$ cat config.mk
export PLATFORM = sky130hd
export DESIGN_NAME = order_tx_scheduler
export DESIGN_NICKNAME = d
export VERILOG_FILES = /design/src/rtl/tx_pkg.sv /design/src/rtl/tx_msg_buffer.sv /design/src/rtl/order_tx_scheduler.sv
export SDC_FILE = /design/constraint.sdc
export NUM_CORES = 1
export LEC_CHECK = 0
export BUFFER_PORTS_ARGS = -buffer_cell sky130_fd_sc_hd__buf_2
export CAP_MARGIN = 10
export CORE_AREA = 2 2 244 246
export CTS_BUF_LIST = sky130_fd_sc_hd__clkbuf_16
export DETAILED_ROUTE_END_ITERATION = 8
export DIE_AREA = 0 0 246 248
export SKIP_CTS_REPAIR_TIMING = 1
export SLEW_MARGIN = 20
export SYNTH_ARGS = -nofsm -noshare
export SYNTH_HDL_FRONTEND = slang
export SYNTH_SLANG_ARGS = --single-unit
$ cat constraint.sdc
create_clock -name i_clk -period 16.4 [get_ports i_clk]
set_input_delay 3.28 -clock i_clk [delete_from_list [all_inputs] [get_ports i_clk]]
set_output_delay 3.28 -clock i_clk [all_outputs]
set_load 0.005 [all_outputs]
$ cat src/rtl/tx_pkg.sv
// Shared types and defaults for the order transmit scheduler.
package tx_pkg;

  typedef enum logic {
    BUY  = 1'b0,
    SELL = 1'b1
  } side_t;

  typedef enum logic [1:0] {
    IDLE        = 2'd0,
    SEND_FIRST  = 2'd1,
    SEND_SECOND = 2'd2
  } tx_state_t;

  localparam int DEF_MSG_WORDS = 9;
  localparam int DROP_W        = 16;

endpackage

$ cat src/rtl/tx_msg_buffer.sv
// One side-message capture register with a word-select read mux.
// Read is combinational from the index; load is a one-cycle strobe with no backpressure.
module tx_msg_buffer #(
  parameter int REG_WIDTH = 32,
  parameter int MSG_WORDS = 9,
  parameter int IDX_W     = 4
) (
  input  logic                                i_clk,
  input  logic                                i_load,
  input  logic [MSG_WORDS-1:0][REG_WIDTH-1:0] i_msg,
  input  logic [IDX_W-1:0]                    i_sel,
  output logic [REG_WIDTH-1:0]                o_word
);

  logic [MSG_WORDS-1:0][REG_WIDTH-1:0] buf_q;

  // Left unreset: contents are only ever read after a fresh capture.
  always_ff @(posedge i_clk) begin
    if (i_load) begin
      buf_q <= i_msg;
    end
  end

  always_comb begin
    o_word = '0;
    if (int'(i_sel) < MSG_WORDS) begin
      o_word = buf_q[i_sel];
    end
  end

endmodule

$ cat src/rtl/order_tx_scheduler.sv
// Serialises a captured buy/sell message pair as two back-to-back streams; first word 1 cycle after i_valid.
// Holds data while i_tready is low; i_valid while busy is dropped and counted. Option: TX_SIDE_ROUND_ROBIN_EN.
module order_tx_scheduler
  import tx_pkg::*;
#(
  parameter int REG_WIDTH = 32,
  parameter int MSG_WORDS = DEF_MSG_WORDS
) (
  input  logic                                i_clk,
  input  logic                                i_rst_n,
  input  logic                                i_valid,
  input  logic [MSG_WORDS-1:0][REG_WIDTH-1:0] i_msg_b,
  input  logic [MSG_WORDS-1:0][REG_WIDTH-1:0] i_msg_s,
  input  logic                                i_tready,
  output logic [REG_WIDTH-1:0]                o_tdata,
  output logic                                o_tvalid,
  output logic                                o_tlast,
  output logic                                o_tside,
  output logic                                o_busy,
  output logic [DROP_W-1:0]                   o_drop_count
);

  localparam int                IDX_W    = (MSG_WORDS > 1) ? $clog2(MSG_WORDS) : 1;
  localparam logic [IDX_W-1:0]  LAST_IDX = IDX_W'(MSG_WORDS - 1);
  localparam logic [DROP_W-1:0] DROP_MAX = '1;

  tx_state_t            state_q, state_d;
  logic [IDX_W-1:0]     idx_q, idx_d;
  logic [DROP_W-1:0]    drop_cnt_q, drop_cnt_d;
  logic                 busy, capture, hs, last_word;
  side_t                first_side, cur_side;
  logic [REG_WIDTH-1:0] word_b, word_s;

  assign busy      = (state_q != IDLE);
  assign capture   = (state_q == IDLE) && i_valid;
  assign hs        = busy && i_tready;
  assign last_word = (idx_q == LAST_IDX);

`ifdef TX_SIDE_ROUND_ROBIN_EN
  logic rr_q, rr_d;

  assign rr_d = capture ? ~rr_q : rr_q;

  always_ff @(posedge i_clk or negedge i_rst_n) begin
    if (!i_rst_n) begin
      rr_q <= 1'b0;
    end else begin
      rr_q <= rr_d;
    end
  end

  // The flag toggles at capture, so the in-flight quote leads with its complement.
  assign first_side = rr_q ? BUY : SELL;
`else
  assign first_side = BUY;
`endif

  always_comb begin
    cur_side = first_side;
    if (state_q == SEND_SECOND) begin
      cur_side = (first_side == BUY) ? SELL : BUY;
    end
  end

  always_comb begin
    state_d = state_q;
    idx_d   = idx_q;
    unique case (state_q)
      IDLE: begin
        if (i_valid) begin
          state_d = SEND_FIRST;
          idx_d   = '0;
        end
      end
      SEND_FIRST: begin
        if (hs) begin
          if (last_word) begin
            state_d = SEND_SECOND;
            idx_d   = '0;
          end else begin
            idx_d = idx_q + 1'b1;
          end
        end
      end
      SEND_SECOND: begin
        if (hs) begin
          if (last_word) begin
            state_d = IDLE;
            idx_d   = '0;
          end else begin
            idx_d = idx_q + 1'b1;
          end
        end
      end
      default: begin
        state_d = IDLE;
        idx_d   = '0;
      end
    endcase
  end

  always_comb begin
    drop_cnt_d = drop_cnt_q;
    if (i_valid && busy && (drop_cnt_q != DROP_MAX)) begin
      drop_cnt_d = drop_cnt_q + 1'b1;
    end
  end

  always_ff @(posedge i_clk or negedge i_rst_n) begin
    if (!i_rst_n) begin
      state_q    <= IDLE;
      idx_q      <= '0;
      drop_cnt_q <= '0;
    end else begin
      state_q    <= state_d;
      idx_q      <= idx_d;
      drop_cnt_q <= drop_cnt_d;
    end
  end

  tx_msg_buffer #(
    .REG_WIDTH (REG_WIDTH),
    .MSG_WORDS (MSG_WORDS),
    .IDX_W     (IDX_W)
  ) u_buf_b (
    .i_clk  (i_clk),
    .i_load (capture),
    .i_msg  (i_msg_b),
    .i_sel  (idx_q),
    .o_word (word_b)
  );

  tx_msg_buffer #(
    .REG_WIDTH (REG_WIDTH),
    .MSG_WORDS (MSG_WORDS),
    .IDX_W     (IDX_W)
  ) u_buf_s (
    .i_clk  (i_clk),
    .i_load (capture),
    .i_msg  (i_msg_s),
    .i_sel  (idx_q),
    .o_word (word_s)
  );

  // Outputs derive from reset flops only, so reset clears them without waiting for a clock.
  assign o_tvalid     = busy;
  assign o_busy       = busy;
  assign o_tlast      = busy && last_word;
  assign o_tside      = busy && (cur_side == SELL);
  assign o_tdata      = busy ? ((cur_side == SELL) ? word_s : word_b) : '0;
  assign o_drop_count = drop_cnt_q;

endmodule
### After elaboration in Yosys (flattened, before gate mapping)

Cells that the tools add are included.

* register bits: 598
* latch bits: 0
* bits in writable memories: 0
* ROM bits: 0
* input port bits: 580
* output and inout port bits: 52
* word-level logic and storage cells: 65
* memories: 0

* $add $sub $neg: 2
* multiply operators: 0
* divide/modulo/power cells: 0
* order comparisons: 2
* eq/ne operators: 10
* shifts and indexed selects: 0
* multiplexer cells: 19
* bitwise operators: 0
* reductions and logical operators: 11

Operators by type and width (number)
* binary-select mux 32 bit (select 4 bit): 2
* two-way mux 32 bit: 6
* adder 16 x 1 -> 16 bit (second input constant): 1
* inequality test 16 bit (second input constant): 1
* two-way mux 4 bit: 3
* two-way mux 2 bit: 5
* inequality test 2 bit (second input constant): 5
* one-hot mux 4 bit (2 select lines): 1
* logical AND 1 bit: 6
* one-hot mux 2 bit (3 select lines): 1
* less-than comparator 4 x 5 -> 1 bit (second input constant): 1
* AND reduction 5 bit: 1
* adder 4 x 1 -> 4 bit (second input constant): 1
* equality test 4 bit (second input constant): 1
* less-than comparator 4 bit (second input constant): 1
* equality test 2 x 1 -> 1 bit (second input constant): 1
* equality test 2 bit (second input constant): 1
* zero test 2 bit: 1
* inequality test 2 x 1 -> 1 bit (second input constant): 1
* AND reduction 2 bit: 1
* nonzero test 2 bit: 1
* OR reduction 2 bit: 1
* two-way mux 1 bit: 1

### Longest topological paths before layout

* word-level depth: 5
* depth in mapped cells: 11
* depth with buffers taken out: 6

### By module

Synthesis repeated with hierarchy kept, for this count alone.

* cells, all modules: 1336
* area, all modules: 24298.3 µm²

By module, submodules not included
* tx_msg_buffer: instances 2, cells an instance 573, area each 11308.3 µm², seq. area each 8648.3 µm²
* order_tx_scheduler: instances 1, cells an instance 190, area each 1681.6 µm², seq. area each 550.5 µm²

### Worst setup path before layout

No wires, ideal clock.

* kind: input to register
* start: input port i_valid
* end: register u_buf_b.buf_q[0] (netlist name) (enable)
* library setup time: 1014 ps
* arrival: 16105 ps
* required time: 15386 ps
* path slack: -719 ps
* stages: 1
* buffers on the path: 0
* cells stage by stage: and2_1

* longest elaborated chain between the ends: 1

Ends and longest elaborated chain
* start, declared: RTL line order_tx_scheduler.sv:11 `input logic i_valid,`
* logical AND 1 bit: RTL line order_tx_scheduler.sv:35 `assign capture = (state_q == IDLE) && i_valid;`
* end signal, assigned: RTL line tx_msg_buffer.sv:20 `buf_q <= i_msg;`
* end, declared: RTL line tx_msg_buffer.sv:15 `logic [MSG_WORDS-1:0][REG_WIDTH-1:0] buf_q;`

Every way passes these cells.
A chain may end at the register's enable or synchronous reset.

### Final worst setup path

* start: register idx_q[0]
* end: output port o_tdata[31]

* longest elaborated chain between the ends: 5
* elaborated cells between the ends (all ways): 9
* classes of those cells: order compare: 1; mux: 8

Ends and longest elaborated chain
* start, declared: RTL line order_tx_scheduler.sv:28 `logic [IDX_W-1:0] idx_q, idx_d;`
* start signal, assigned: RTL line order_tx_scheduler.sv:116 `idx_q <= idx_d;`
* binary-select mux 32 bit (select 4 bit): RTL line tx_msg_buffer.sv:27 `o_word = buf_q[i_sel];`
* two-way mux 32 bit (not written as such): RTL line tx_msg_buffer.sv:27
* two-way mux 32 bit: RTL line tx_msg_buffer.sv:26 `if (int'(i_sel) < MSG_WORDS) begin`
* two-way mux 32 bit (*) (2 in series): RTL line order_tx_scheduler.sv:150 `assign o_tdata = busy ? ((cur_side == SELL) ? word_s : word_b) : '0;`
* end, declared: RTL line order_tx_scheduler.sv:15 `output logic [REG_WIDTH-1:0] o_tdata,`

Mark *: on every way between the ends. The rest lies on a longest branch, timed or not. The select of a mux whose other input is x is not followed.

==> reports/summary.json <==
{
  "final_min_period_over_clock_period_pct": 49.17,
  "grt_antenna_before_repair": 42,
  "max_cap_violations": 0,
  "endpoint_kind": "output port",
  "netlist_top_cells_area": "edfxtp_1 74%, mux4_2 6.1%, mux2i_1 5.6%",
  "final-setup-viol-count": 0,
  "total_switching_power_mw": 1.357,
  "grt_most_used_layer": "met2",
  "yosysWarningCount": 0,
  "setup.worst_path.start_class": "flop",
  "synth_seq_area_share_pct": 75.86,
  "worst-path-max-fanout": 53,
  "synth.net_count": 1819,
  "port_buffers": 631,
  "htree_levels": 3,
  "wl_per_cell_um": 25.95,
  "rows": 89,
  "post_route_setup_tns_ns": 0,
  "power.share.switching_pct": 28.61,
  "setup_slack_of_the_critical_path_after_layout_ns": 8.336,
  "fp.dieArea_um2": 61010,
  "syn_avg_cell_area_um2": 19.08,
  "grt_use_total_pct": 22.64,
  "iteration_count_of_the_initial_detailed_routing_pass": 5,
  "first_global_vias": 14580,
  "r2r-end": "u_buf_b.buf_q[78]",
  "post_synth_xor_area_fraction_pct": 0.2606,
  "layout.filler_cells": 4875,
  "drc_violation_count_after_routing": 0,
  "synth-compound-area-share_pct": 6.994,
  "power_leakage_nw": 11.07,
  "regToRegSetupSlack_ns": 12.53,
  "total_clock_buffers_created_by_cts": 67,
  "synth_simple_gate_area_share_pct": 2.516,
  "cp.arrival_ns": 4.78,
  "ys_dominant_reg_cell": "edfxtp_1",
  "drt-initial-drc-count": 1098,
  "synthToLayoutAreaGrowth_pct": 26.27,
  "worst-endpoint-required_ns": 13.12,
  "pwr-share-seq_pct": 45.3,
  "r2r_cells": 5,
  "layout_min_cycle_time_ns": 8.064,
  "vias": 14290,
  "clk_latency_ns": 0.60,
  "synth.largest_area_cell": "edfxtp_1",
  "fin_skew_ns": 0.01954,
  "chipWidth_um": 246,
  "grt_max_degree": 197,
  "initial_utilization_pct": 40.24,
  "run_status": "complete, no violations",
  "avgViaCountPerCell": 5.221,
  "post_synthesis_share_of_cell_area_spent_on_full_adders_half_adders_and_majority_gates_pct": 0.3191,
  "muxShareOfSynthArea_pct": 11.84,
  "groute.layer.met2.usage_pct": 37.52,
  "max_clock_freq_mhz": 124.0,
  "post_synth_inst_count": 1233,
  "worstSetupStartpoint": "idx_q[0]",
  "io-pin-count": 632,
  "worstMarginPinSlew_ns": 1.133,
  "synth.ff_latch_count": 598,
  "synth_top_family_by_area": "multiplexers",
  "clkSinkCount": 598,
  "met3_usage_pct": 5.450,
  "synth_top_area_share_pct": 73.52,
  "dp_hpwl_mm": 49.73,
  "tritoncts": "built",
  "design.final.nets": 2463,
  "first_pass_grt_wire_length_mm": 97.70,
  "route.antenna.remaining_nets": 0,
  "drv_slew": 0,
  "ctsRootBufferMaster": "clkbuf_16",
  "power_density_nw_per_um2": 159.7,
  "met1_usage_pct": 28.54,
  "clkPwrFrac_pct": 31.7,
  "synth_enable_flop_cells": 576,
  "worstSetupEndpoint": "o_tdata[31]",
  "internal_power_mw": 3.386,
  "worstHoldPathType": "reg2reg",
  "dpl.cell_count": 2580,
  "floorplan.core_area_um2": 58460,
  "gr-total-overflow": 0,
  "post_layout_nonfiller_instances": 2737,
  "reg_to_reg_startpoint": "state_q[0]",
  "die-height_um": 248,
  "synth_cell_type_count": 52,
  "setup.worst_path.class": "reg2out",
  "clock_path_buffers": 3,
  "grt_setup_unrepaired": "no",
  "synthMostInstantiatedCell": "edfxtp_1",
  "irDropWorstVdd_mv": 0.1210,
  "synth-async-reset-ratio_pct": 3.679,
  "gp_congestion": 0.8694,
  "power.combinational.fraction_pct": 23.0,
  "synthTopCellsByCount": "576 x edfxtp_1, 132 x mux2i_1, 76 x a21oi_1",
  "post-layout-total-power_mw": 4.743,
  "clkSlewWorstSetupHoldPaths_ns": 0.06,
  "placement_setup_slack_ns": 8.833,
  "whs_ns": 0.5311,
  "finalHoldViolCount": 0,
  "timing.slew.headroom_pct": 24.18,
  "ratio_of_cells_with_drive_above_1_in_the_final_layout_pct": 44.29,
  "synth_area_um2": 23530,
  "wirelength_mm": 71.04
}
per-layer routing:
metal  wire (um)  vias up
li1            -     6379
met1       28190     7221
met2       35840      558
met3        4912      118
met4        1989       14
met5          98        -
power groups by stage:
stage	logic [mW]	registers [mW]	clock network [mW]
global route	1.17	2.17	1.59
CTS	1.09	2.15	1.54
finish	1.09	2.15	1.50
floorplan	0.764	2.20	0
detailed placement	1.09	2.18	0
global placement	1.07	2.17	0
worst max-delay path, cell delays in order, from the launching register on:
cell	delay, ns
dfrtp_4	1.01
buf_4	0.72
buf_4	0.77
mux4_2	0.60
a22o_1	0.24
a211oi_1	0.43
a211oi_1	0.10
buf_2	0.21
per-stage QoR:
| step | util [%] | area (um2) |
|---|---|---|
| 3_5_place_dp | 46.86 | 27400 |
| 5_1_grt | 50.78 | 29690 |
| 6_report | 50.81 | 29710 |
| 2_1_floorplan | - | 23530 |
| 3_3_place_gp | 46.83 | 27380 |
| 4_1_cts | 50.62 | 29590 |
cell type report:
class                      count  area [um2]  area share, %
antenna                       36       90.09         0.3033
sequential                   598       17860          60.11
multi-input combinational    548        5205          17.52
timing repair buffer         651        3349          11.28
inverter                      11       41.29         0.1390
clock buffer                  68        1702          5.728
clock inverter                52       495.5          1.668
tap                          773       967.2          3.256
cell families after synthesis:
logic type | count (synthesis)
and+or+nand+nor | 116
adders and majority gates | 6
buffers and inverters | 87
DFF | 598
xor gates and xnor gates | 7
muxes | 198
AOI/OAI and AO/OA | 221
registers in the layout (all words and copies together), names as in the netlist:
signal,count
idx_q,4
o_drop_count,16
state_q,2
u_buf_b.buf_q,288
u_buf_s.buf_q,288
placed cells by master, fill, tap and decap left out, types with 3 or more instances in the layout:
master	instances
a22o_1	32
buf_4	16
nand4_1	5
nor2b_4	3
clkbuf_16	68
buf_2	631
inv_1	23
nor2_1	5
a211oi_2	30
bufinv_16	9
buf_12	3
nand3_1	35
nand2_1	42
clkinv_2	10
xnor2_1	3
clkinv_1	13
ha_1	5
a211oi_1	33
o21ai_1	3
edfxtp_1	576
dfrtp_1	19
mux2i_1	132
a21oi_1	76
mux4_2	64
and3_1	3
xor2_1	4
diode_2	36
clkinv_8	3
o21ai_0	4
a22oi_1	32
nor3_1	3
worst min path at each step:
| stage | from | to | slack (ns) | depth (start not counted) |
|---|---|---|---|---|
| after global routing | o_drop_count[1] | o_drop_count[1] | 0.57 | 1 |
| after CTS | o_drop_count[10] | o_drop_count[10] | 0.53 | 1 |
| after detailed placement | o_drop_count[15] | o_drop_count[15] | 0.52 | 1 |
| final | o_drop_count[10] | o_drop_count[10] | 0.53 | 1 |
| after global placement | o_drop_count[15] | o_drop_count[15] | 0.51 | 1 |
| after floorplan | o_drop_count[15] | o_drop_count[15] | 0.50 | 1 |
No activity file was read; power rests on OpenSTA's default activity.
